**src/rtl/seg7_pkg.sv**
```systemverilog
// rtl/seg7_pkg.sv - shared constants and hex segment table for the 7-segment scan controller
package seg7_pkg;

    // Register select values on segaddr
    localparam logic [1:0] SEG_ADDR_LO   = 2'b00;  // shadow data[15:0]  (digits 3..0)
    localparam logic [1:0] SEG_ADDR_HI   = 2'b01;  // shadow data[31:16] (digits 7..4)
    localparam logic [1:0] SEG_ADDR_CTRL = 2'b10;  // shadow {dp[7:0], en[7:0]}
    localparam logic [1:0] SEG_ADDR_MODE = 2'b11;  // bit0 = imm

    // All-off values for the active-low outputs
    localparam logic [7:0] DIG_OFF = 8'hFF;
    localparam logic [7:0] Y_OFF   = 8'hFF;

    // Active-high segment patterns, bit0 = a ... bit6 = g, indexed by hex value
    localparam logic [6:0] HEX_SEG [16] = '{
        7'h3F, 7'h06, 7'h5B, 7'h4F, 7'h66, 7'h6D, 7'h7D, 7'h07,
        7'h7F, 7'h6F, 7'h77, 7'h7C, 7'h39, 7'h5E, 7'h79, 7'h71
    };

endpackage

```
**src/rtl/seg7_hex_decode.sv**
```systemverilog
// rtl/seg7_hex_decode.sv - combinational hex nibble to active-high 7-segment pattern
// Ports:
//   i_nibble  in  4  hex value 0..F
//   o_seg     out 7  segments g..a, active-high
module seg7_hex_decode
    import seg7_pkg::*;
(
    input  logic [3:0] i_nibble,
    output logic [6:0] o_seg
);

    assign o_seg = HEX_SEG[i_nibble];

endmodule

```
**src/rtl/seg7_scan_ctrl.sv**
```systemverilog
// rtl/seg7_scan_ctrl.sv - memory-mapped 8-digit 7-segment scan controller with shadowed frame update
// Ports:
//   clk         in   1   CPU clock
//   rst         in   1   asynchronous active-high reset
//   segcs       in   1   chip select
//   segwrite    in   1   IO write strobe
//   segaddr     in   2   register select
//   segwdata    in  16   write data
//   DIG         out  8   digit enables, active-low
//   Y           out  8   segments, active-low, Y[7]=dp
//   frame_done  out  1   one-cycle pulse after each 7->0 digit wrap
module seg7_scan_ctrl
    import seg7_pkg::*;
#(
    parameter int SCAN_DIV  = 23000,
    parameter int BLANK_CYC = 64
) (
    input  logic        clk,
    input  logic        rst,
    input  logic        segcs,
    input  logic        segwrite,
    input  logic [1:0]  segaddr,
    input  logic [15:0] segwdata,
    output logic [7:0]  DIG,
    output logic [7:0]  Y,
    output logic        frame_done
);

    localparam int             CW        = (SCAN_DIV > 2) ? $clog2(SCAN_DIV) : 1;
    localparam logic [CW-1:0]  CNT_MAX   = CW'(SCAN_DIV - 1);
    localparam logic [CW-1:0]  BLANK_LIM = CW'(BLANK_CYC);

    logic [CW-1:0] r_count;
    logic [2:0]    r_digit;
    logic [31:0]   r_sh_data;
    logic [7:0]    r_sh_en;
    logic [7:0]    r_sh_dp;
    logic [31:0]   r_act_data;
    logic [7:0]    r_act_en;
    logic [7:0]    r_act_dp;
    logic          r_imm;

    logic          w_wr;
    logic          w_tick;
    logic          w_xfer;
    logic [31:0]   w_act_data_nxt;
    logic [7:0]    w_act_en_nxt;
    logic [7:0]    w_act_dp_nxt;
    logic [3:0]    w_nib;
    logic [6:0]    w_seg;

    assign w_wr   = segcs & segwrite;
    assign w_tick = (r_count == CNT_MAX);
    assign w_xfer = w_tick && (r_digit == 3'd7);

    // Next active frame: the wrap copies the pre-write shadow, then an
    // immediate-mode write overlays the written field so it is never lost
    // to a coincident transfer.
    always_comb begin
        w_act_data_nxt = w_xfer ? r_sh_data : r_act_data;
        w_act_en_nxt   = w_xfer ? r_sh_en   : r_act_en;
        w_act_dp_nxt   = w_xfer ? r_sh_dp   : r_act_dp;
        if (w_wr && r_imm) begin
            case (segaddr)
                SEG_ADDR_LO:   w_act_data_nxt[15:0]  = segwdata;
                SEG_ADDR_HI:   w_act_data_nxt[31:16] = segwdata;
                SEG_ADDR_CTRL: begin
                    w_act_en_nxt = segwdata[7:0];
                    w_act_dp_nxt = segwdata[15:8];
                end
                default: ;
            endcase
        end
    end

    assign w_nib = r_act_data[{r_digit, 2'b00} +: 4];

    seg7_hex_decode u_hex_decode (
        .i_nibble (w_nib),
        .o_seg    (w_seg)
    );

    // Register file
    always_ff @(posedge clk or posedge rst) begin
        if (rst) begin
            r_sh_data <= '0;
            r_sh_en   <= 8'hFF;
            r_sh_dp   <= '0;
            r_imm     <= 1'b0;
        end else if (w_wr) begin
            case (segaddr)
                SEG_ADDR_LO:   r_sh_data[15:0]  <= segwdata;
                SEG_ADDR_HI:   r_sh_data[31:16] <= segwdata;
                SEG_ADDR_CTRL: begin
                    r_sh_en <= segwdata[7:0];
                    r_sh_dp <= segwdata[15:8];
                end
                default:       r_imm <= segwdata[0];
            endcase
        end
    end

    // Active frame
    always_ff @(posedge clk or posedge rst) begin
        if (rst) begin
            r_act_data <= '0;
            r_act_en   <= 8'hFF;
            r_act_dp   <= '0;
        end else begin
            r_act_data <= w_act_data_nxt;
            r_act_en   <= w_act_en_nxt;
            r_act_dp   <= w_act_dp_nxt;
        end
    end

    // Prescaler and digit rotation; disabled digits still take a full slot
    always_ff @(posedge clk or posedge rst) begin
        if (rst) begin
            r_count    <= '0;
            r_digit    <= '0;
            frame_done <= 1'b0;
        end else begin
            r_count    <= w_tick ? '0 : r_count + 1'b1;
            if (w_tick) begin
                r_digit <= r_digit + 3'd1;
            end
            frame_done <= w_xfer;
        end
    end

    // Registered outputs, one cycle behind count/digit; blanking at the start
    // of every slot keeps the previous digit's segments from ghosting.
    always_ff @(posedge clk or posedge rst) begin
        if (rst) begin
            DIG <= DIG_OFF;
            Y   <= Y_OFF;
        end else if (r_count < BLANK_LIM || !r_act_en[r_digit]) begin
            DIG <= DIG_OFF;
            Y   <= Y_OFF;
        end else begin
            DIG <= ~(8'd1 << r_digit);
            Y   <= {~r_act_dp[r_digit], ~w_seg};
        end
    end

endmodule

```
**config.mk**
```make
export PLATFORM = sky130hd
export DESIGN_NAME = seg7_scan_ctrl
export DESIGN_NICKNAME = d
export VERILOG_FILES = /design/src/rtl/seg7_pkg.sv /design/src/rtl/seg7_hex_decode.sv /design/src/rtl/seg7_scan_ctrl.sv
export SDC_FILE = /design/constraint.sdc
export NUM_CORES = 1
export LEC_CHECK = 0
export ABC_AREA = 0
export CAP_MARGIN = 20
export CORE_UTILIZATION = 55
export CTS_CLUSTER_SIZE = 20
export DETAILED_ROUTE_END_ITERATION = 8
export PLACE_DENSITY = 0.79
export SYNTH_ARGS = -nofsm -noshare
export SYNTH_HDL_FRONTEND = slang
export SYNTH_HIERARCHICAL = 1
export SYNTH_SLANG_ARGS = --single-unit
export TNS_END_PERCENT = 5
```
**constraint.sdc**
```tcl
create_clock -name clk -period 5.2 [get_ports clk]
set_clock_uncertainty 0.2 [all_clocks]
set_input_delay 1.04 -clock clk [delete_from_list [all_inputs] [get_ports clk]]
set_output_delay 1.04 -clock clk [all_outputs]
set_load 0.1 [all_outputs]
```
==> impl_metrics.csv <==
group,metric,value,unit
run_status,status,"finished clean",
pwr,combPwrFrac,12.3,%
worst_setup_path,cp-end-kind,"primary output",
timing,max_slew_margin,34.0,%
grt,grt_pass1_vias,4050,
floorplan,rows,38,
cells_and_area,multi_input_area,2660,um2
clocking,clk_latency,0.53,ns
yosys,ys_warn_count,6,
yosys,synth.area.mux_share,22.8,%
timing,worst_pin_slew,0.988,ns
route,vias,4007,
route,dr_wl_met2,6440,um
pwr,power_density,399,nW/um2
worst_setup_path,worstPathArrival,2.17,ns
clocking,cts_buffers,17,
pwr,power.share.switching,23.8,%
yosys,seq_area_frac_synth,54.1,%
yosys,synthCells,505,
clocking,cts_htree_levels,4,
placement,gp_congestion,0.821,
worst_setup_path,worst-setup-path-type,"flop to primary output",
floorplan,die_area,11700,um2
floorplan,dieHeight,108,um
grt,grt_usage,23.8,%
yosys,ys_ff_latch,132,
pwr,vdd.ir_drop.worst,348,uV
route,drtPass1Iterations,5,
cells_and_area,design_area,7290,um2
flow_run,maxCapViolations,0,
route,m1WireLength,5100,um
worst_setup_path,path_cells,"clkdlybuf4s50_1",
timing,max_freq,293,MHz
worst_setup_path,critPathMaxFanout,1,
route,wl_per_cell,18.0,um
clocking,cts_sinks,132,
clocking,root_buffer,"clkbuf_8",
grt,overflow,0,
worst_setup_path,path_buf_inv,1,
route,wl,12400,um
floorplan,die_width,108,um
grt,grt_pass1_wl,20400,um
timing,setup_slack,1.79,ns
pwr,power_leakage,0.00340,uW
clocking,clk_pin_slew,0.06,ns
route,drcViolationCount,0,
route,wl_met3,641,um
floorplan,core-area,10900,um2
cells_and_area,nNetsFinal,574,
route,drtIter0Drc,248,
grt,antenna_found_initial,0,
pwr,seqPwrFrac,44.3,%
yosys,synth_top_family_by_area,"multiplexers",
cells_and_area,fillers,804,
pwr,p_int,2220,uW
placement,postPlaceCellArea,6640,um2
clocking,clockBufferDepth,2,
cells_and_area,drive_gt1_share,26.0,%
route,ant_nets,0,
clocking,cts_setup_buffers,0,
worst_setup_path,crit_family,"buffers and inverters",
timing,fin_crit_sh,65.6,%
clocking,cts_tree,"yes",
cells_and_area,antenna_cells,0,
grt,grt_max_degree,76,
worst_setup_path,timing.rr.start,"r_digit[1]$_DFFE_PP0N_",
floorplan,start_util,56.7,%
cells_and_area,area_growth,18.1,%
placement,numPortBuffers,38,
route,top_layer,"met4",
timing,finalHoldViolations,0,
yosys,synth_cell_types,43,
pwr,p_clk_share,43.3,%
worst_setup_path,cp-start-kind,"flop",
timing,rsz0062_at_grt,"false",
floorplan,pin_count,39,
timing,fin_setup_tns,0,ns
route,vias_per_cell,5.81,
yosys,synthAdderAreaFrac,2.84,%
worst_setup_path,slowest_stage,"clkdlybuf4s50_1",
timing,finalSetupViolations,0,
cells_and_area,ff_latch_area,3340,um2
yosys,syn-cell-area,6170,um2
clocking,postCtsResizedCells,0,
pwr,switching_power,692,uW
clocking,holdBufCountCts,0,
worst_setup_path,startpoint,"DIG[1]$_DFF_PP1_",
hold_path,hold_class,"flop to flop",
yosys,post_synth_xor_area_fraction,1.84,%
worst_setup_path,max_stage_delay,1.12,ns
yosys,synth_top_flop_cell,"dfrtp_1",
yosys,syn_avg_cell_area,12.2,um2
timing,min_period,3.41,ns
placement,pre_cts_ws,1.66,ns
timing,slew_viol_final,0,
yosys,synth-compound-area-share,4.94,%
placement,dp_hpwl,7940,um
yosys,synth_edf_count,0,
yosys,synth-simple-area-share,10.4,%
yosys,syn_nets,541,
worst_setup_path,cp.required,3.96,ns
yosys,ys_async_sr_fraction,100,%
hold_path,worstHoldStart,"r_count[0]$_DFF_PP0_",
[cells in the mapped netlist (5+ instances only)]
| library cell | n | share of area, % |
|---|---|---|
| mux2i_1 | 52 | 8.4 |
| xor2_1 | 8 | 1.1 |
| dfstp_2 | 32 | 14 |
| nand2_1 | 30 | 1.8 |
| clkbuf_1 | 7 | 0.43 |
| mux2_2 | 51 | 9.3 |
| a21oi_1 | 51 | 4.1 |
| nor2_1 | 59 | 3.6 |
| inv_1 | 10 | 0.61 |
| nand3_1 | 12 | 0.97 |
| and3_1 | 6 | 0.61 |
| buf_2 | 18 | 1.5 |
| ha_1 | 14 | 2.8 |
| dfrtp_1 | 100 | 41 |
| mux4_2 | 12 | 4.4 |
| xnor2_1 | 5 | 0.71 |
[per-layer routing]
layer	GRT usage, %	vias up
met5	0	-
met4	10.9	0
met3	6.03	22
met2	39.7	127
met1	29.0	2013
li1	-	1845
[power groups by stage]
stage                     Clock [uW]  Combinational, uW  Sequential (uW)
final                           1260                359             1290
after floorplan                    0                281             1270
after CTS                       1280                361             1290
after global placement             0                335             1290
after global routing            1320                397             1310
after detailed placement           0                355             1300
[metrics by stage]
stage               instances  utilization (%)  total power, uW  hold WS [ns]
global placement          658             61.0             1630         0.241
floorplan                 505                -             1550         0.225
global route              690             67.0             3020         0.277
finish                    690             67.0             2910         0.265
CTS                       689             66.7             2920         0.266
detailed placement        658             61.0             1660         0.255
[layout make-up]
cell class	instances	share of cell area, %
clock buffers	20	6.25
clock inverters	11	2.37
inverters	11	0.601
multi-input cells	333	36.5
flip-flops and latches	132	45.8
well taps	140	2.40
repair buffers	43	6.01
[sequential cells by signal, indices dropped and copies added (netlist names)]
signal      count
Y               8
r_imm           1
r_act_dp        8
r_sh_en         8
frame_done      1
r_act_data     32
r_act_en        8
r_digit         3
DIG             8
r_sh_dp         8
r_sh_data      32
r_count        15
[cells by family after synthesis]
logic type               after synthesis
XOR/XNOR                              13
multiplexers                         117
flip-flops                           132
buffers and inverters                 40
adder cells (fa/ha/maj)               14
AO/OA/AOI/OAI                         57
AND/OR/NAND/NOR                      132
[placed cells by master, fill, tap and decap left out, types with 5 or more instances in the layout]
master | Yosys | layout
nor2_1 | 59 | 59
a21oi_1 | 51 | 51
nand3_1 | 12 | 12
mux2i_1 | 52 | 52
ha_1 | 14 | 14
xnor2_1 | 5 | 5
mux2_2 | 51 | 51
xor2_1 | 8 | 8
dfstp_2 | 32 | 32
inv_1 | 10 | 9
clkdlybuf4s50_1 | 0 | 38
clkbuf_16 | 0 | 16
and3_1 | 6 | 6
dfrtp_1 | 100 | 100
nand2_1 | 30 | 30
mux4_2 | 12 | 12
[final timing paths]
kind / endpoint / slack [ns] / cells past startpoint
worst max-delay path: DIG[1] / 1.79 / 1
worst min-delay path: r_count[0]$_DFF_PP0_ / 0.27 / 1
worst max register to register: r_act_data[25]$_DFF_PP0_ / 2.17 / 7
worst min register to register: r_count[0]$_DFF_PP0_ / 0.27 / 1
max in group asynchronous: Y[6]$_DFF_PP1_ / 2.97 / 3
min in group asynchronous: r_sh_dp[6]$_DFFE_PP0P_ / 0.85 / 2
Note: power is estimated with default switching activity, not from simulation.
